File: config.mk
export PLATFORM = sky130hd
export DESIGN_NAME = servo_slew_ctrl
export DESIGN_NICKNAME = d
export VERILOG_FILES = /design/src/rtl/servo_slew_ctrl.sv
export SDC_FILE = /design/constraint.sdc
export NUM_CORES = 1
export LEC_CHECK = 0
export ABC_AREA = 1
export CELL_PAD_IN_SITES_DETAIL_PLACEMENT = 2
export CELL_PAD_IN_SITES_GLOBAL_PLACEMENT = 2
export CORE_UTILIZATION = 32
export CTS_CLUSTER_DIAMETER = 120
export DETAILED_ROUTE_END_ITERATION = 7
export HOLD_SLACK_MARGIN = 0.02
export PLACE_DENSITY_LB_ADDON = 0.1
export SYNTH_ARGS = -nofsm -noshare
export SYNTH_HDL_FRONTEND = slang
export SYNTH_SLANG_ARGS = --single-unit
File: constraint.sdc
create_clock -name clk -period 3.8 [get_ports clk]
set_clock_uncertainty 0.05 [all_clocks]
set_input_delay 0.76 -clock clk [delete_from_list [all_inputs] [get_ports clk]]
set_output_delay 0.76 -clock clk [all_outputs]
set_load 0.05 [all_outputs]
File: src/rtl/servo_slew_ctrl.sv
// Rate-limited servo duty sequencer: accepts a position command, slews the PWM
// duty word toward it by at most one step per PWM frame, settles, then pulses done.
module servo_slew_ctrl #(
  parameter int DUTY_W    = 9,
  parameter int DUTY_INIT = 256,
  parameter int DUTY_MIN  = 0,
  parameter int DUTY_MAX  = 511,
  parameter int STEP_W    = 4,
  parameter int HOLD_W    = 8
) (
  input  logic              clk,
  input  logic              rst,
  input  logic              frame_tick,
  input  logic              cmd_valid,
  output logic              cmd_ready,
  input  logic [DUTY_W-1:0] cmd_target,
  input  logic [STEP_W-1:0] cmd_step,
  input  logic [HOLD_W-1:0] cmd_hold,
  input  logic              abort,
  output logic [DUTY_W-1:0] duty,
  output logic              busy,
  output logic              done
);

  localparam logic [DUTY_W-1:0] INIT_V = DUTY_W'(DUTY_INIT);
  localparam logic [DUTY_W-1:0] MIN_V  = DUTY_W'(DUTY_MIN);
  localparam logic [DUTY_W-1:0] MAX_V  = DUTY_W'(DUTY_MAX);

  typedef enum logic [1:0] {IDLE, RAMP, SETTLE} state_t;

  state_t              state_q, state_d;
  logic [DUTY_W-1:0]   duty_q, duty_d;
  logic [DUTY_W-1:0]   target_q, target_d;
  logic [STEP_W-1:0]   step_q, step_d;
  logic [HOLD_W-1:0]   hold_cfg_q, hold_cfg_d;
  logic [HOLD_W-1:0]   hold_q, hold_d;
  logic                busy_q, busy_d;
  logic                done_q, done_d;

  logic [DUTY_W-1:0]   tgt_lo;
  logic [DUTY_W-1:0]   tgt_clamped;
  logic signed [DUTY_W:0] diff;
  logic [DUTY_W:0]     abs_diff;
  logic [DUTY_W:0]     step_ext;

  // Clamp comparisons only exist when the legal range is narrower than the word.
  generate
    if (DUTY_MIN > 0) begin : g_min_clamp
      assign tgt_lo = (cmd_target < MIN_V) ? MIN_V : cmd_target;
    end else begin : g_no_min_clamp
      assign tgt_lo = cmd_target;
    end
    if (DUTY_MAX < (2 ** DUTY_W) - 1) begin : g_max_clamp
      assign tgt_clamped = (tgt_lo > MAX_V) ? MAX_V : tgt_lo;
    end else begin : g_no_max_clamp
      assign tgt_clamped = tgt_lo;
    end
  endgenerate

  assign diff     = $signed({1'b0, target_q}) - $signed({1'b0, duty_q});
  assign abs_diff = diff[DUTY_W] ? -diff : diff;
  assign step_ext = (DUTY_W+1)'(step_q);

  assign cmd_ready = (state_q == IDLE) & ~abort;
  assign duty      = duty_q;
  assign busy      = busy_q;
  assign done      = done_q;

  always_comb begin
    state_d    = state_q;
    duty_d     = duty_q;
    target_d   = target_q;
    step_d     = step_q;
    hold_cfg_d = hold_cfg_q;
    hold_d     = hold_q;
    done_d     = 1'b0;

    // Abort outranks both a frame tick and a pending command.
    if (abort) begin
      state_d = IDLE;
      hold_d  = '0;
    end else begin
      case (state_q)
        IDLE: begin
          if (cmd_valid) begin
            target_d   = tgt_clamped;
            step_d     = (cmd_step == '0) ? STEP_W'(1) : cmd_step;
            hold_cfg_d = cmd_hold;
            state_d    = RAMP;
          end
        end
        RAMP: begin
          if (frame_tick) begin
            if (abs_diff <= step_ext) begin
              duty_d  = target_q;
              hold_d  = hold_cfg_q;
              state_d = SETTLE;
            end else if (diff > 0) begin
              duty_d = duty_q + DUTY_W'(step_q);
            end else begin
              duty_d = duty_q - DUTY_W'(step_q);
            end
          end
        end
        SETTLE: begin
          if (hold_q == '0) begin
            done_d  = 1'b1;
            state_d = IDLE;
          end else if (frame_tick) begin
            hold_d = hold_q - 1'b1;
            if (hold_q == HOLD_W'(1)) begin
              done_d  = 1'b1;
              state_d = IDLE;
            end
          end
        end
        default: begin
          state_d = IDLE;
        end
      endcase
    end

    busy_d = (state_d != IDLE);
  end

  always_ff @(posedge clk or negedge rst) begin
    if (!rst) begin
      state_q    <= IDLE;
      duty_q     <= INIT_V;
      target_q   <= INIT_V;
      step_q     <= STEP_W'(1);
      hold_cfg_q <= '0;
      hold_q     <= '0;
      busy_q     <= 1'b0;
      done_q     <= 1'b0;
    end else begin
      state_q    <= state_d;
      duty_q     <= duty_d;
      target_q   <= target_d;
      step_q     <= step_d;
      hold_cfg_q <= hold_cfg_d;
      hold_q     <= hold_d;
      busy_q     <= busy_d;
      done_q     <= done_d;
    end
  end

endmodule

# == Yosys cells after proc, flatten, opt, wreduce, memory -nomap -nowiden ==
# Index checks and enable logic that the tools add are counted.
# word_totals
memories,0
ramBits,0
out_inout_bits,12
ff_bits,42
latchBits,0
rom_bits,0
elab_cells,55
# classes
n_bitwise,2
multipliers,0
n_reduce_logical,8
n_eq_ne,7
div_mod_pow,0
shifts,0
n_addsub,5
mux,23
order_cmp,2
# ops
operator,n
$mux W8,5
$mux W9,2
$pmux W8 S2,1
$mux W2,7
$ne A3 B3 Y1 const B,4
$gt A10 B1 Y1 const B,1
$le A10 B4 Y1,1
$mux W10,1
$neg A10 Y10,1
$sub A9 B9 Y10,1
$add A9 B4 Y9,1
$sub A9 B4 Y9,1
$eq A8 B1 Y1 const B,1
$logic_not A8 Y1,1
$sub A8 B1 Y8 const B,1
$pmux W2 S3,1
$reduce_and A3 Y1,2
$mux W1,5
$reduce_and A5 Y1,1
$logic_not A4 Y1,1
$mux W4,1
$reduce_bool A3 Y1,1
$eq A2 B1 Y1 const B,1
$eq A2 B2 Y1 const B,1
4 further kinds,4

# == Longest topological paths before layout ==
# depth
word_depth,9
mapped_depth,26
ltp_nobuf,26

# == Worst setup path after synthesis ==
# Ideal clock, no wire load.
# synth_path
path_type,register to register
start,reg duty_q[0] (netlist: duty[0])
end,reg duty_q[8] (netlist: duty[8])
arrival_ns,3.669
path_buffers,0
setup_slack_ns,0.004
stages_incl_launch_ff,25
cell_sequence,dfrtp_1 > ha_1 > inv_1 > fa_1 > inv_1 > ha_1 > inv_1 > nor2_1 > nand3_1 > nor2_1 > nand3_1 > nand2_1 > nor2_1 > xor2_1 > ha_1 > a21oi_1 > o21bai_1 > nand4_1 > nand3_1 > xor2_1 > nand3_1 > nand2_1 > nand2_1 > nand3_1 > nand2_1
# synth_between
elab_chain_cells,5
elab_cells_between_ends,9
# synth_rtl
element,line_no,rtl
from (decl),32,"logic [DUTY_W-1:0] duty_q, duty_d;"
from (signal assigned),138,duty_q <= duty_d;
$sub A9 B9 Y10,60,"assign diff = $signed({1'b0, target_q}) - $signed({1'b0, duty_q});"
$neg A10 Y10,61,assign abs_diff = diff[DUTY_W] ? -diff : diff;
$mux W10,61,
$le A10 B4 Y1,94,if (abs_diff <= step_ext) begin
$mux W9 (*),94,
# Every way passes the cells marked *; elsewhere a longest branch is shown, timed or not.
# A chain may end at the register's enable or synchronous reset.

# == Worst setup path after layout ==
# layout_path
start,reg duty_q[8] (netlist: duty[8])
end,reg duty_q[1] (netlist: duty[1])
# layout_between
elab_chain_cells,5
elab_cells_between_ends,7
# layout_rtl
element,line_no
$sub A9 B9 Y10 (*),60
$neg A10 Y10,61
$mux W10,61
$le A10 B4 Y1,94
$mux W9 (*),94
# Marked as above.

==> results.ini <==
[synth]
synth_ff_type = dfrtp_1
seq_area_frac_synth_pct = 30.5
syn_area_um2 = 3450
synth_area_per_cell_um2 = 6.88
synthDistinctLibCells = 35
yosysTopAreaCell = dfrtp_1
synthCells = 502
synth_top_area_share_pct = 28.3
yosysWarningCount = 0
async_reset_ff_share_pct = 100
synth-edff-count = 0
ys_seq_elements = 42
syn_nets = 556
ys_top_cells_by_area = dfrtp_1, nand2_1, ha_1, inv_1, nand3_1

[worst_hold_path]
holdPathStages = 2
min_to = duty[8]
hold_class = reg2reg
hold_start = duty[8]

[grt]
grt_max_degree = 43
grt_usage_pct = 22.7
grt_pass1_wl_mm = 19.9
antenna_found_initial = 0
grt_pass1_vias = 3903
grt_overflow = 0

[critical_path]
cp_max_fo = 10
critPathLaunchType = flip-flop
critPathMaxStageDelay_ps = 550
cp_cell_sequence = inv_1, ha_1, nand2_1, nor2_2, nand2_1, nor2_2, nor2_4, nand2_1, xor2_1, inv_1, ha_1, nand2_1, o21ai_0, a22oi_1, nand3_1, nor2_2, nand3_2, buf_4, nand2_1, nand3_1, nand2_1
cp_top_family = simple AND/OR/NAND/NOR gates
worstSetupPathType = reg2reg
required_ps = 3990
cp-end-kind = flip-flop
crit_top_cell = nand2_1
cp.depth = 21
arrival_ps = 3980
reg2regPathDepth = 21
worstReg2RegStart = duty[8]
slowest_stage = dfstp_2
reg2reg_slack_ps = 8
rr_endpoint = duty[1]
path_buf_inv = 3
crit_start = duty[8]

[detailed_routing]
dr.first_iter.drc_count = 68
via_per_inst = 5.15
wl_per_cell_um = 18.8
dr.pass1.iters = 4
num_vias = 3652
drt-total-wl_mm = 13.3
drtAntennaViolNets = 0
drcViolationCount = 0

[placement]
place_inst = 688
io_buffers = 37
dp_slack_ps = -209
gp_congestion = 0.817
dp_hpwl_mm = 9.41
placed_area_um2 = 4100

[sta]
fin_ws_ps = 7.66
final_max_slew_viol_count = 0
hold_violations = 0
fmax_mhz = 264
slew_headroom_pct = 32.8
worst_pin_slew_ps = 1010
finalCritPeriodShare_pct = 99.8
setup_viol = 0
min_period_ps = 3790

[die]
die_w_um = 106
initial_utilization_pct = 33.2
die_height_um = 106
die_area_um2 = 11200
rows = 37
coreArea_um2 = 10400
io_pins = 38

[cells_and_area]
fin_util_pct = 44.4
final_nets = 626
drive_gt1_share_pct = 22.3
layout.cells.non_filler = 709
final_cell_mix = nand2_1, inv_1, dfrtp_1, clkdlybuf4s50_1, buf_4
area_delta_synth_final_pct = 34.0
design_area_um2 = 4630
final_common_cell = nand2_1
n_antenna_cell = 0

[cts]
clk_root_buffer_cell = clkbuf_8
cts.sinks = 42
cts_made_buffers = 5
cts_max_path_buffers = 2
tritoncts = done
hold_buffers = 0
clk-insertion-delay-late_ps = 310
clk_pin_slew_worst_paths_ps = 90
htreeDepth = 2

[run_status]
status = complete, no violations

[flow_run]
maxCapViolations = 0

[through the flow]
step | hold WS, ps | setup TNS (ps)
3_3_place_gp | 418 | 0
4_1_cts | 453 | 0
3_5_place_dp | 431 | -322
6_report | 441 | 0
2_1_floorplan | 403 | 0
5_1_grt | 458 | -3130
[flip-flops by register name, indices dropped and copies added, names as in the netlist]
name        cells
step_q          4
duty            9
state_q         2
done            1
hold_q          8
target_q        9
busy            1
hold_cfg_q      8
[cell families after synthesis]
family | synth area share [%]
multiplexers | 1.96
buffers and inverters | 11.2
adder cells (fa/ha/maj) | 10.6
XOR/XNOR | 3.04
AND/OR/NAND/NOR | 32.7
flip-flops | 30.5
AO/OA/AOI/OAI | 10.0
[per-layer routing]
metal | vias up | global-route usage [%] | part of all wire [%]
met5 | - | 0 | 0
met4 | 0 | 2.38 | 0.94
met3 | 12 | 2.58 | 3.0
met2 | 60 | 40.5 | 51
met1 | 1836 | 30.3 | 45
li1 | 1744 | - | -
[worst max path at each step]
stage | endpoint
after global placement | duty[8]
after detailed placement | duty[8]
after CTS | duty[7]
after global routing | duty[1]
after floorplan | duty[8]
final | duty[1]
[cells in the mapped netlist, drive strengths merged (3+ instances only)]
| library cell | instances |
|---|---|
| ha | 26 |
| nand4 | 17 |
| dfrtp | 39 |
| clkbuf | 5 |
| dfstp | 3 |
| nor2 | 42 |
| buf | 6 |
| o21ai | 19 |
| mux2 | 6 |
| nor3 | 3 |
| nand2 | 148 |
| inv | 83 |
| xor2 | 10 |
| o211ai | 3 |
| a21oi | 34 |
| nand3 | 44 |
[worst min-delay path: stages, from the launching register on]
cell     delay [ps]
dfstp_2         380
nand2_1          70
nand2_1          50
[layout make-up]
type                       count  area, µm²
clock buffer                   6       82.6
multi-input combinational    365       2300
clock inverter                 2       60.1
fill                        1238       5790
sequential                    42       1050
tap                          136        170
inverter                      84        315
timing repair buffer          74        647
[repair_timing]
item | CTS | global route
gates cloned | 0 | 0
buffers inserted | 4 | 9
resized for setup | 12 | 61
pin swaps | 6 | 23
setup endpoints to repair | 5 | 10
Power is not shown: default switching activity piles up to over one toggle a cycle in this logic, so the estimate is an artifact.
